[src/rtl/phy_rx_pkg.sv]
// Shared definitions for the PHY receive path: K28.5 comma patterns, aligner
// state encoding, counter widths and a ones-count helper.
package phy_rx_pkg;

  // K28.5 in both running-disparity forms, bit a at [9]
  localparam logic [9:0] COMMA_RDN = 10'b0011111010;
  localparam logic [9:0] COMMA_RDP = 10'b1100000101;

  localparam logic [1:0] ST_SEARCH = 2'd0;
  localparam logic [1:0] ST_ALIGN  = 2'd1;
  localparam logic [1:0] ST_LOCKED = 2'd2;

  typedef enum logic [1:0] {
    SEARCH = ST_SEARCH,
    ALIGN  = ST_ALIGN,
    LOCKED = ST_LOCKED
  } state_t;

  localparam int BCNT_W = 4;  // bit position 0..9
  localparam int CCNT_W = 3;  // up to LOCK_COMMAS = 7
  localparam int ECNT_W = 4;  // up to ERR_LIMIT = 15

  function automatic logic [3:0] ones_count(input logic [9:0] w);
    logic [3:0] n;
    n = 4'd0;
    for (int i = 0; i < 10; i++) begin
      n = n + {3'b000, w[i]};
    end
    return n;
  endfunction

endpackage

[src/rtl/rx_disparity_checker.sv]
// Combinational 10b symbol check: ones count gives code validity, and the
// count against the current running disparity gives the disparity flag and
// the next running disparity (0 = negative).
module rx_disparity_checker
  import phy_rx_pkg::*;
(
  input  logic [9:0] sym,
  input  logic       rd,
  output logic       code_err,
  output logic       disp_err,
  output logic       rd_next
);

  logic [3:0] ones;

  assign ones = ones_count(sym);

  // Balanced symbols keep rd; 6 ones must start negative, 4 ones positive
  always_comb begin
    code_err = 1'b0;
    disp_err = 1'b0;
    rd_next  = rd;
    case (ones)
      4'd4: begin
        disp_err = ~rd;
        rd_next  = 1'b0;
      end
      4'd5: ;
      4'd6: begin
        disp_err = rd;
        rd_next  = 1'b1;
      end
      default: code_err = 1'b1;
    endcase
  end

endmodule

[src/rtl/rx_symbol_aligner.sv]
// Receive symbol aligner: finds K28.5 commas in the serial stream, frames
// 10-bit symbols, runs the SEARCH/ALIGN/LOCKED lock machine and flags code
// and disparity errors per symbol.
// Build option: define RX_DISPARITY_CHECK_EN to track running disparity and
// raise disp_err; otherwise disp_err is 0 and only code errors count.
module rx_symbol_aligner
  import phy_rx_pkg::*;
#(
  parameter int unsigned LOCK_COMMAS = 3,
  parameter int unsigned ERR_LIMIT   = 4
) (
  input  logic       clk,
  input  logic       reset,
  input  logic       serial_in,
  output logic [9:0] sym_10b,
  output logic       sym_valid,
  output logic       locked,
  output logic       code_err,
  output logic       disp_err
);

  // Only the nine newest bits are stored; serial_in supplies the tenth
  logic [8:0]        sh;
  logic [9:0]        nxt;
  logic [BCNT_W-1:0] bcnt;
  logic [CCNT_W-1:0] ccnt;
  logic [ECNT_W-1:0] ecnt;
  state_t            state;

  logic comma_match;
  logic boundary;
  logic align_set;
  logic sym_check;
  logic chk_code;
  logic chk_disp;
  logic bad;

  assign nxt         = {sh, serial_in};
  assign comma_match = (nxt == COMMA_RDN) || (nxt == COMMA_RDP);
  assign boundary    = (bcnt == BCNT_W'(9));

  // A comma seen while searching, or off-boundary while aligning, sets framing
  assign align_set = comma_match &&
                     ((state == SEARCH) || ((state == ALIGN) && !boundary));
  assign sym_check = boundary && ((state == ALIGN) || (state == LOCKED));

`ifdef RX_DISPARITY_CHECK_EN
  logic rd;
  logic rd_next;

  rx_disparity_checker u_disp_chk (
    .sym      (nxt),
    .rd       (rd),
    .code_err (chk_code),
    .disp_err (chk_disp),
    .rd_next  (rd_next)
  );

  // rd follows every checked symbol; an aligning comma reloads it
  always_ff @(posedge clk or posedge reset) begin
    if (reset) begin
      rd <= 1'b0;
    end else if (align_set) begin
      rd <= (nxt == COMMA_RDN);
    end else if (sym_check) begin
      rd <= rd_next;
    end
  end
`else
  logic [3:0] ones;

  assign ones     = ones_count(nxt);
  assign chk_code = (ones < 4'd4) || (ones > 4'd6);
  assign chk_disp = 1'b0;
`endif

  assign bad = chk_code | chk_disp;

  // Lock state machine with registered symbol and status outputs
  always_ff @(posedge clk or posedge reset) begin
    if (reset) begin
      sh        <= '0;
      bcnt      <= '0;
      ccnt      <= '0;
      ecnt      <= '0;
      state     <= SEARCH;
      sym_10b   <= 10'h000;
      sym_valid <= 1'b0;
      locked    <= 1'b0;
      code_err  <= 1'b0;
      disp_err  <= 1'b0;
    end else begin
      sh        <= nxt[8:0];
      sym_valid <= 1'b0;
      bcnt      <= boundary ? '0 : bcnt + BCNT_W'(1);
      if (align_set) begin
        bcnt      <= '0;
        ccnt      <= CCNT_W'(1);
        ecnt      <= '0;
        sym_10b   <= nxt;
        sym_valid <= 1'b1;
        code_err  <= 1'b0;
        disp_err  <= 1'b0;
        if (LOCK_COMMAS == 1) begin
          state  <= LOCKED;
          locked <= 1'b1;
        end else begin
          state  <= ALIGN;
          locked <= 1'b0;
        end
      end else if (sym_check) begin
        sym_10b   <= nxt;
        sym_valid <= 1'b1;
        code_err  <= chk_code;
        disp_err  <= chk_disp;
        case (state)
          ALIGN: begin
            if (comma_match) begin
              if (32'(ccnt) + 32'd1 >= LOCK_COMMAS) begin
                state  <= LOCKED;
                locked <= 1'b1;
                ecnt   <= '0;
              end else begin
                ccnt <= ccnt + CCNT_W'(1);
              end
            end
          end
          LOCKED: begin
            if (bad) begin
              if (32'(ecnt) + 32'd1 >= ERR_LIMIT) begin
                state  <= SEARCH;
                locked <= 1'b0;
                ecnt   <= '0;
                ccnt   <= '0;
              end else begin
                ecnt <= ecnt + ECNT_W'(1);
              end
            end else begin
              ecnt <= '0;
            end
          end
          default: ;
        endcase
      end
    end
  end

endmodule

[config.mk]
export PLATFORM = sky130hd
export DESIGN_NAME = rx_symbol_aligner
export DESIGN_NICKNAME = d
export VERILOG_FILES = /design/src/rtl/phy_rx_pkg.sv /design/src/rtl/rx_disparity_checker.sv /design/src/rtl/rx_symbol_aligner.sv
export SDC_FILE = /design/constraint.sdc
export NUM_CORES = 1
export LEC_CHECK = 0
export CORE_ASPECT_RATIO = 1.5
export CORE_MARGIN = 2
export CORE_UTILIZATION = 40
export DETAILED_ROUTE_END_ITERATION = 8
export HOLD_SLACK_MARGIN = 0.02
export PLACE_DENSITY_LB_ADDON = 0.3
export SYNTH_ARGS = -nofsm -noshare
export SYNTH_HDL_FRONTEND = slang
export SYNTH_SLANG_ARGS = --single-unit
[constraint.sdc]
create_clock -name clk -period 5.95 [get_ports clk]
set_input_delay 1.19 -clock clk [delete_from_list [all_inputs] [get_ports clk]]
set_output_delay 1.19 -clock clk [all_outputs]
set_load 0.01 [all_outputs]
==> results of run 1 <==
-- cells by family (layout without fill, tap and decap cells) --
family | count (synthesis) | count (layout)
and+or+nand+nor | 46 | 46
DFF | 34 | 34
AOI/OAI and AO/OA | 27 | 27
buffers and inverters | 23 | 42
adders and majority gates | 18 | 18
muxes | 11 | 11
other | 1 | 1
xor gates and xnor gates | 1 | 1
-- registers in the layout, summed over array words and instances (netlist names) --
register,cells
ccnt,3
ecnt,4
state,1
code_err,1
sym_valid,1
sym_10b,10
bcnt,4
sh,9
locked,1
-- layout make-up --
class                           instances  area [sq um]
Clock buffer                            6         82.58
Fill cell                             392          2352
Inverter                               20         75.07
Multi-Input combinational cell        104         888.4
Sequential cell                        34         850.8
Tap cell                               48         60.06
Timing Repair Buffer                   16         157.7
-- report_power, final --
part	internal, mW	switching, mW	total (mW)
clock	0.0891	0.0789	0.168
sequential	0.289	0.0423	0.331
combinational	0.175	0.130	0.305
total	0.553	0.251	0.804
-- routing by layer --
metal,up-vias,part of all wire
met5,-,0
met4,0,0.035
met3,10,0.031
met2,26,0.53
met1,597,0.40
li1,571,-
-- worst reg2reg max path: stages, from the launching register on --
cell      delay, ps
dfrtp_1         440
fa_1            570
inv_1            60
fa_1            470
fa_1            500
inv_1            40
ha_1            200
fa_1            380
nor2b_1         170
o211ai_1        170
o221ai_1        190
a21oi_1         270
o21ai_0         130
a32o_1          250
-- cells in the final DEF, fill, tap and decap left out, types with 2 or more instances in the layout --
| master | Yosys | layout |
|---|---|---|
| inv_1 | 20 | 20 |
| nor3b_1 | 2 | 2 |
| a21boi_0 | 2 | 2 |
| a21oi_1 | 9 | 9 |
| nand3_1 | 2 | 2 |
| o31ai_1 | 2 | 2 |
| clkdlybuf4s50_1 | 0 | 15 |
| and2_1 | 3 | 3 |
| clkbuf_8 | 0 | 6 |
| mux2_4 | 9 | 9 |
| o21ai_0 | 5 | 5 |
| fa_1 | 6 | 6 |
| nor2_1 | 14 | 14 |
| dfrtp_1 | 34 | 34 |
| nand4_1 | 2 | 2 |
| nor2b_1 | 4 | 4 |
| nand2_1 | 8 | 8 |
| ha_1 | 12 | 12 |
-- stage by stage --
step / hold slack (ps) / area (sq um) / util
after floorplan: 397.7 / 1847 / -
after global placement: 431.1 / 2032 / 0.4549
after detailed placement: 450.0 / 2032 / 0.4549
after CTS: 463.9 / 2115 / 0.4734
after global routing: 465.7 / 2115 / 0.4734
final: 451.2 / 2115 / 0.4734
-- how the worst max path moves through the flow --
stage | start | to | slack [ps] | depth (start not counted)
4_1_cts | serial_in | locked | 1000 | 14
5_1_grt | serial_in | locked | 790 | 14
3_5_place_dp | serial_in | locked | 690 | 14
2_1_floorplan | serial_in | ccnt[1] | 1560 | 13
3_3_place_gp | serial_in | locked | 900 | 14
6_report | serial_in | locked | 1000 | 14
==> results.cfg, run 1 <==
[place]
place_ws_ps = 690.5
globalplace.congestion = 0.7939
dp_cells = 222
io_buffers = 15
place_hpwl_um = 2503

[yosys]
synth_top_cell_area_share = 0.4607
syn_avg_cell_area_sq_um = 11.47
synth.top_cells.by_count = 34 x dfrtp_1, 20 x inv_1, 14 x nor2_1
yosys.area.top_type = dfrtp_1
synth_enable_flop_cells = 0
syn_nets = 182
synth_mux_area_frac = 0.08469
syn_inst = 161
synth_area_leaders = dfrtp_1 46%, ha_1 8.1%, mux2_4 7.3%
synth_compound_area_frac = 0.1030
synth_cell_types = 43
yosys_warnings = 0
synth_top_family_by_area = adder cells
seq_area_frac_synth = 0.4607
synth-xor-area-share = 0.004743
yosysMostFrequentCell = dfrtp_1
ys_async_sr_fraction = 1.000
syn-cell-area_sq_um = 1847
synthSimpleGateAreaFrac = 0.1402
synth_ff_type = dfrtp_1
synth-seq-cells = 34
synth_fa_ha_area_frac = 0.1463

[critical_path]
cp.arrival_ps = 5110
cp_top_family = adder cells
crit_path_top_delay_cell = fa_1
path_buf_inv = 3
r2r_slack_ps = 2000
cp_data_required_time_ps = 6120
reg2reg_depth = 13
reg2reg_from = sh[4]
end_kind = flop
max_stage_delay_ps = 570
cp_common_cell = fa_1
cp-start-kind = input port
path_class = in2reg
critical_path.max_fanout = 4
cp_cell_sequence = clkdlybuf4s50_1, inv_1, fa_1, fa_1, fa_1, inv_1, ha_1, fa_1, nor2b_1, o211ai_1, o221ai_1, a21oi_1, o21ai_0, a32o_1
regToRegEndpoint = locked

[clocking]
cts_hold_repair.buffers = 0
clk_pin_slew_ps = 60
h-tree-depth = 2
clk_path_buf_depth = 2
insertion_delay_ps = 290
post_cts_buffers = 0
ctsResizeCount = 0
cts_buffers = 5
cts-root-buf = clkbuf_8
clock-sinks = 34
cts_tree = yes

[min_path]
hold_path_end = sh[1]
whs_path_depth = 0
hold_path_startpoint = sh[0]
hold_path.class = reg2reg

[global_routing]
antenna_found_initial = 0
grt_util_met1 = 0.1769
gr-usage-met2 = 0.2567
grt.total_usage = 0.1553
gr-usage-met3 = 0.03863
grt_max_degree = 35
overflow = 0
grt_pass1_vias = 1257
top_usage_layer = met2
grt_pass1_wl_um = 5906

[power_and_ir_drop]
p_leak_nw = 0.9853
powerDensity_nw_per_um2 = 380.1
power.total_mw = 0.8038
max-vdd-ir-drop_mv = 0.2160

[timing]
fin_skew_ps = 9.642
hold_violations = 0
worstMarginPinSlew_ps = 911.5
setup_slack_ps = 1002
fin_setup_tns_ps = 0
period_minus_slack_ps = 4948
fmax_mhz = 202.1
setup_viol = 0
finalCritPeriodShare = 0.8316
slew_violations = 0
rsz0062_at_grt = no
max_slew_margin = 0.3923

[drt]
routed_wl_um = 3372
num_vias = 1204
drt_iter0_drc = 25
vias_per_cell = 5.281
wl_per_cell_um = 14.79
postRouteAntennaNets = 0
drc_errors = 0
dr.pass1.iters = 4

[final_layout]
drive_gt1_frac = 0.1222
final_nets = 202
antennaDiodeCount = 0
area_growth_pct = 14.50
final_cells = 228

[run_status]
status = finished, final reports clean

[floorplanning]
ios = 17
die_w_um = 59.48
core_sq_um = 4467
rows = 30
initial_utilization = 0.4134
die-area_sq_um = 5188
die_y_um = 87.22

[flow_run]
cap_violations = 0
No activity file was read; power rests on OpenSTA's default activity.
==> inputs of run 2 (changes only) <==
- clock period: 5.95 -> 5.1 ns (I/O delays scaled with it)
==> run 2 against run 1 <==
Net effect: worst hold slack better by 4.9 ps; first-iteration DRC count increased by 12%; critical path depth did not move; core utilization did not move; global-route usage fell by 0.087 points; design area is the same; worst setup slack got worse by 680 ps; sequential share of layout area is the same; sequential cell count unchanged; total power is 17% higher; critical path type unchanged; largest cell class unchanged.
==> results.cfg, run 2 (synthesis gave the netlist of run 1 again) <==
[power_and_ir_drop]
powerDensity_nw_per_um2 = 444.1
max-vdd-ir-drop_mv = 0.2427
share_comb_of_total_power = 0.379
clockPowerShare = 0.209
p_leak_nw = 0.9853
power.total_mw = 0.9392
p_int_mw = 0.6444
p_seq_frac = 0.412
switching_share = 0.3138
switchingPower_mw = 0.2947

[floorplanning]
die_w_um = 59.48
rows = 30
initial_utilization = 0.4134
core_sq_um = 4467
ios = 17
die_y_um = 87.22
die-area_sq_um = 5188

[timing]
hold_violations = 0
fin_skew_ps = 8.789
fmax_mhz = 209.4
fin_setup_tns_ps = 0
finalCritPeriodShare = 0.9364
max_slew_margin = 0.3922
setup_slack_ps = 324.2
slew_violations = 0
period_minus_slack_ps = 4776
worstMarginPinSlew_ps = 911.8
rsz0062_at_grt = no
setup_viol = 0

[min_path]
hold_path_end = sh[4]
hold_path_startpoint = sh[3]
hold_path.class = reg2reg
whs_path_depth = 0

[drt]
vias_per_cell = 5.382
postRouteAntennaNets = 0
drc_errors = 0
num_vias = 1227
routed_wl_um = 3342
wl_per_cell_um = 14.66
dr.pass1.iters = 4
drt_iter0_drc = 28

[critical_path]
cp-start-kind = input port
end_kind = flop
path_class = in2reg
reg2reg_depth = 13
cp.arrival_ps = 4950
critical_path.max_fanout = 4
cp_data_required_time_ps = 5270
reg2reg_from = sh[4]
regToRegEndpoint = locked
r2r_slack_ps = 1160

[final_layout]
antennaDiodeCount = 0
regMostFlops = sym_10b
final_cells = 228
final_nets = 202
nFillCells = 397
fin_util = 0.4734
largestRegisters = sym_10b (10), sh (9)
layout_common_cells = 34 x dfrtp_1, 20 x inv_1, 15 x clkdlybuf4s50_1
final_common_cell = dfrtp_1
area_growth_pct = 14.50
drive_gt1_frac = 0.1222
largest_reg_flops = 10

[place]
dp_cells = 222
place_ws_ps = 19.26
place_hpwl_um = 2508
io_buffers = 15
globalplace.congestion = 0.7939

[clocking]
clk_pin_slew_ps = 70
ctsResizeCount = 0
cts_tree = yes
h-tree-depth = 2
post_cts_buffers = 0
clock-sinks = 34
cts_buffers = 5
cts_hold_repair.buffers = 0
cts-root-buf = clkbuf_8
insertion_delay_ps = 280
clk_path_buf_depth = 2

[global_routing]
grt.total_usage = 0.1544
grt_max_degree = 35
grt_pass1_vias = 1305
overflow = 0
grt_pass1_wl_um = 5961
antenna_found_initial = 0

[flow_run]
cap_violations = 0

[run_status]
status = finished, final reports clean
## run 2: cell counts in the layout (fill, tap and decap cells not counted)
Identical to the previous run, type by type.
## run 2: critical path, stage by stage
cell,delay [ps]
clkdlybuf4s50_1,520
inv_1,90
fa_1,580
fa_1,460
fa_1,500
inv_1,40
ha_1,200
fa_1,380
nor2b_1,170
o211ai_1,170
o221ai_1,180
a21oi_1,280
o21ai_0,120
a32o_1,250
## run 2: area by class of cell
cell class	instances	area [sq um]	share of cell area
Sequential cell	34	850.8	0.4024
Inverter	20	75.07	0.03550
Clock buffer	6	82.58	0.03905
Multi-Input combinational cell	104	888.4	0.4201
Timing Repair Buffer	16	157.7	0.07456
Tap cell	48	60.06	0.02840
## run 2: per-layer routing
layer | vias up | share of wire | global-route usage
met5 | - | 0 | 0
met4 | 0 | 0.035 | 0.08264
met3 | 11 | 0.030 | 0.03715
met2 | 29 | 0.53 | 0.2597
li1 | 573 | - | -
met1 | 614 | 0.40 | 0.1761
## run 2: power by group through the flow
stage / clock (mW) / sequential [mW] / combinational [mW]
2_1_floorplan: 0 / 0.405 / 0.194
3_3_place_gp: 0 / 0.385 / 0.347
3_5_place_dp: 0 / 0.390 / 0.357
4_1_cts: 0.202 / 0.387 / 0.360
5_1_grt: 0.212 / 0.397 / 0.395
6_report: 0.196 / 0.387 / 0.356
## run 2: how the worst max path moves through the flow
stage | startpoint | to | slack (ps) | cells after the start
floorplan | serial_in | ccnt[1] | 880 | 13
global placement | serial_in | locked | 220 | 14
detailed placement | serial_in | ccnt[1] | 20 | 14
CTS | serial_in | ccnt[1] | 320 | 14
global route | serial_in | locked | 140 | 14
finish | serial_in | locked | 320 | 14
## run 2: metrics by stage
step | area (sq um) | hold WS, ps
detailed placement | 2032 | 448.3
global placement | 2032 | 431.1
global route | 2115 | 469.9
floorplan | 1847 | 397.7
CTS | 2115 | 461.1
finish | 2115 | 456.1
==> inputs of run 3 (changes only) <==
- CORE_UTILIZATION: 40 -> 45
- CTS_CLUSTER_SIZE: unset -> 28
==> run 3 against run 2 <==
Net effect: sequential share of layout area is 0.95 points lower; maximum frequency grew 1.0%; first-iteration DRC count down 39%; total power grew 11%; critical path depth stayed put; sequential power is essentially flat; critical endpoint is now ccnt[0]; highest routed layer unchanged.
==> results.cfg, run 3 (synthesis gave the netlist of run 1 again) <==
[timing]
max_slew_margin = 0.3802
setup_slack_ps = 372.8
fin_setup_tns_ps = 0
timing.hold.ws_ps = 445.8
slew_violations = 0
setup_viol = 0
finalCritPeriodShare = 0.9269
worstMarginPinSlew_ps = 929.7
fmax_mhz = 211.5
hold_violations = 0
fin_skew_ps = 4.377
period_minus_slack_ps = 4727
rsz0062_at_grt = no

[run_status]
status = finished, final reports clean

[clocking]
cts_buffers = 5
cts-root-buf = clkbuf_8
cts_hold_repair.buffers = 0
clk_path_buf_depth = 2
insertion_delay_ps = 290
clock-sinks = 34
h-tree-depth = 2
post_cts_buffers = 0
clk_pin_slew_ps = 70
ctsResizeCount = 0
cts_tree = yes

[power_and_ir_drop]
power.total_mw = 1.046
max-vdd-ir-drop_mv = 0.3493
p_leak_nw = 1.011
powerDensity_nw_per_um2 = 482.9

[drt]
postRouteAntennaNets = 0
drt_iter0_drc = 17
highest_layer = met4
wl_met1_um = 1224
wl_met2_um = 2005
vias_per_cell = 5.476
met3WireLength_um = 101
wl_per_cell_um = 15.14
routed_wl_um = 3436
num_vias = 1243
drc_errors = 0
dr.pass1.iters = 6

[critical_path]
cp-start-kind = input port
cp_data_required_time_ps = 5330
cp.arrival_ps = 4960
reg2reg_depth = 13
crit_start = serial_in
reg2reg_from = sh[4]
end_kind = flop
regToRegEndpoint = ccnt[0]
critical_path.max_fanout = 4
r2r_slack_ps = 1230
path_class = in2reg

[global_routing]
antenna_found_initial = 0
grt_pass1_wl_um = 5809
overflow = 0
grt_max_degree = 35
grt.total_usage = 0.1669
grt_pass1_vias = 1293

[final_layout]
largest_reg_flops = 10
regMostFlops = sym_10b
largestRegisters = sym_10b (10), sh (9)
antennaDiodeCount = 0
nFillCells = 342
final_nets = 202
final_cells = 227
drive_gt1_frac = 0.1319
area_growth_pct = 17.28
final_common_cell = dfrtp_1
layout_common_cells = 34 x dfrtp_1, 20 x inv_1, 15 x clkdlybuf4s50_1

[min_path]
hold_path_end = sh[1]
whs_path_depth = 0
hold_path.class = reg2reg
hold_path_startpoint = sh[0]

[place]
dp_cells = 219
place_ws_ps = 71.11
globalplace.congestion = 0.8325
place_hpwl_um = 2615
io_buffers = 15

[floorplanning]
die_w_um = 56.31
rows = 28
die_y_um = 82.46
ios = 17
core_sq_um = 3959
die-area_sq_um = 4643
initial_utilization = 0.4665

[flow_run]
cap_violations = 0
-- run 3: worst max-delay path by stage --
stage               to  slack [ps]  cells past startpoint
5_1_grt        ccnt[1]          90                     14
2_1_floorplan  ccnt[1]         880                     13
6_report       ccnt[0]         370                     14
3_3_place_gp    locked         240                     14
3_5_place_dp   ccnt[1]          70                     14
4_1_cts        ccnt[0]         370                     14
-- run 3: stage by stage --
step             util  cell area (sq um)
2_1_floorplan       -               1847
3_3_place_gp   0.5123               2028
3_5_place_dp   0.5123               2028
4_1_cts        0.5471               2166
5_1_grt        0.5471               2166
6_report       0.5471               2166
-- run 3: area by class of cell --
class / instances / area (sq um) / share of cell area
sequential: 34 / 850.8 / 0.3928
tap: 45 / 56.30 / 0.02600
clock buffer: 5 / 68.82 / 0.03177
multi-input combinational: 104 / 888.4 / 0.4102
clock inverter: 3 / 68.82 / 0.03177
inverter: 20 / 75.07 / 0.03466
timing repair buffer: 16 / 157.7 / 0.07279
-- run 3: per-layer routing --
metal,GRT usage,vias up
li1,-,579
met1,0.1672,621
met2,0.3129,28
met3,0.03894,15
met4,0.1000,0
met5,0,-
-- run 3: report_power, final --
part           internal [mW]  total (mW)  switching, mW
registers              0.337       0.387         0.0502
clock network          0.196       0.300          0.104
logic                  0.203       0.359          0.156
total                  0.735        1.05          0.311
-- run 3: worst max-delay path, cell delays in order --
cell and delay (ps):
clkdlybuf4s50_1 520, inv_1 100, fa_1 570, fa_1 440, fa_1 500, inv_1 50
ha_1 200, fa_1 380, nor2b_1 170, o211ai_1 180, o221ai_1 180, nand2b_1 230
o31ai_1 250, a22o_1 180
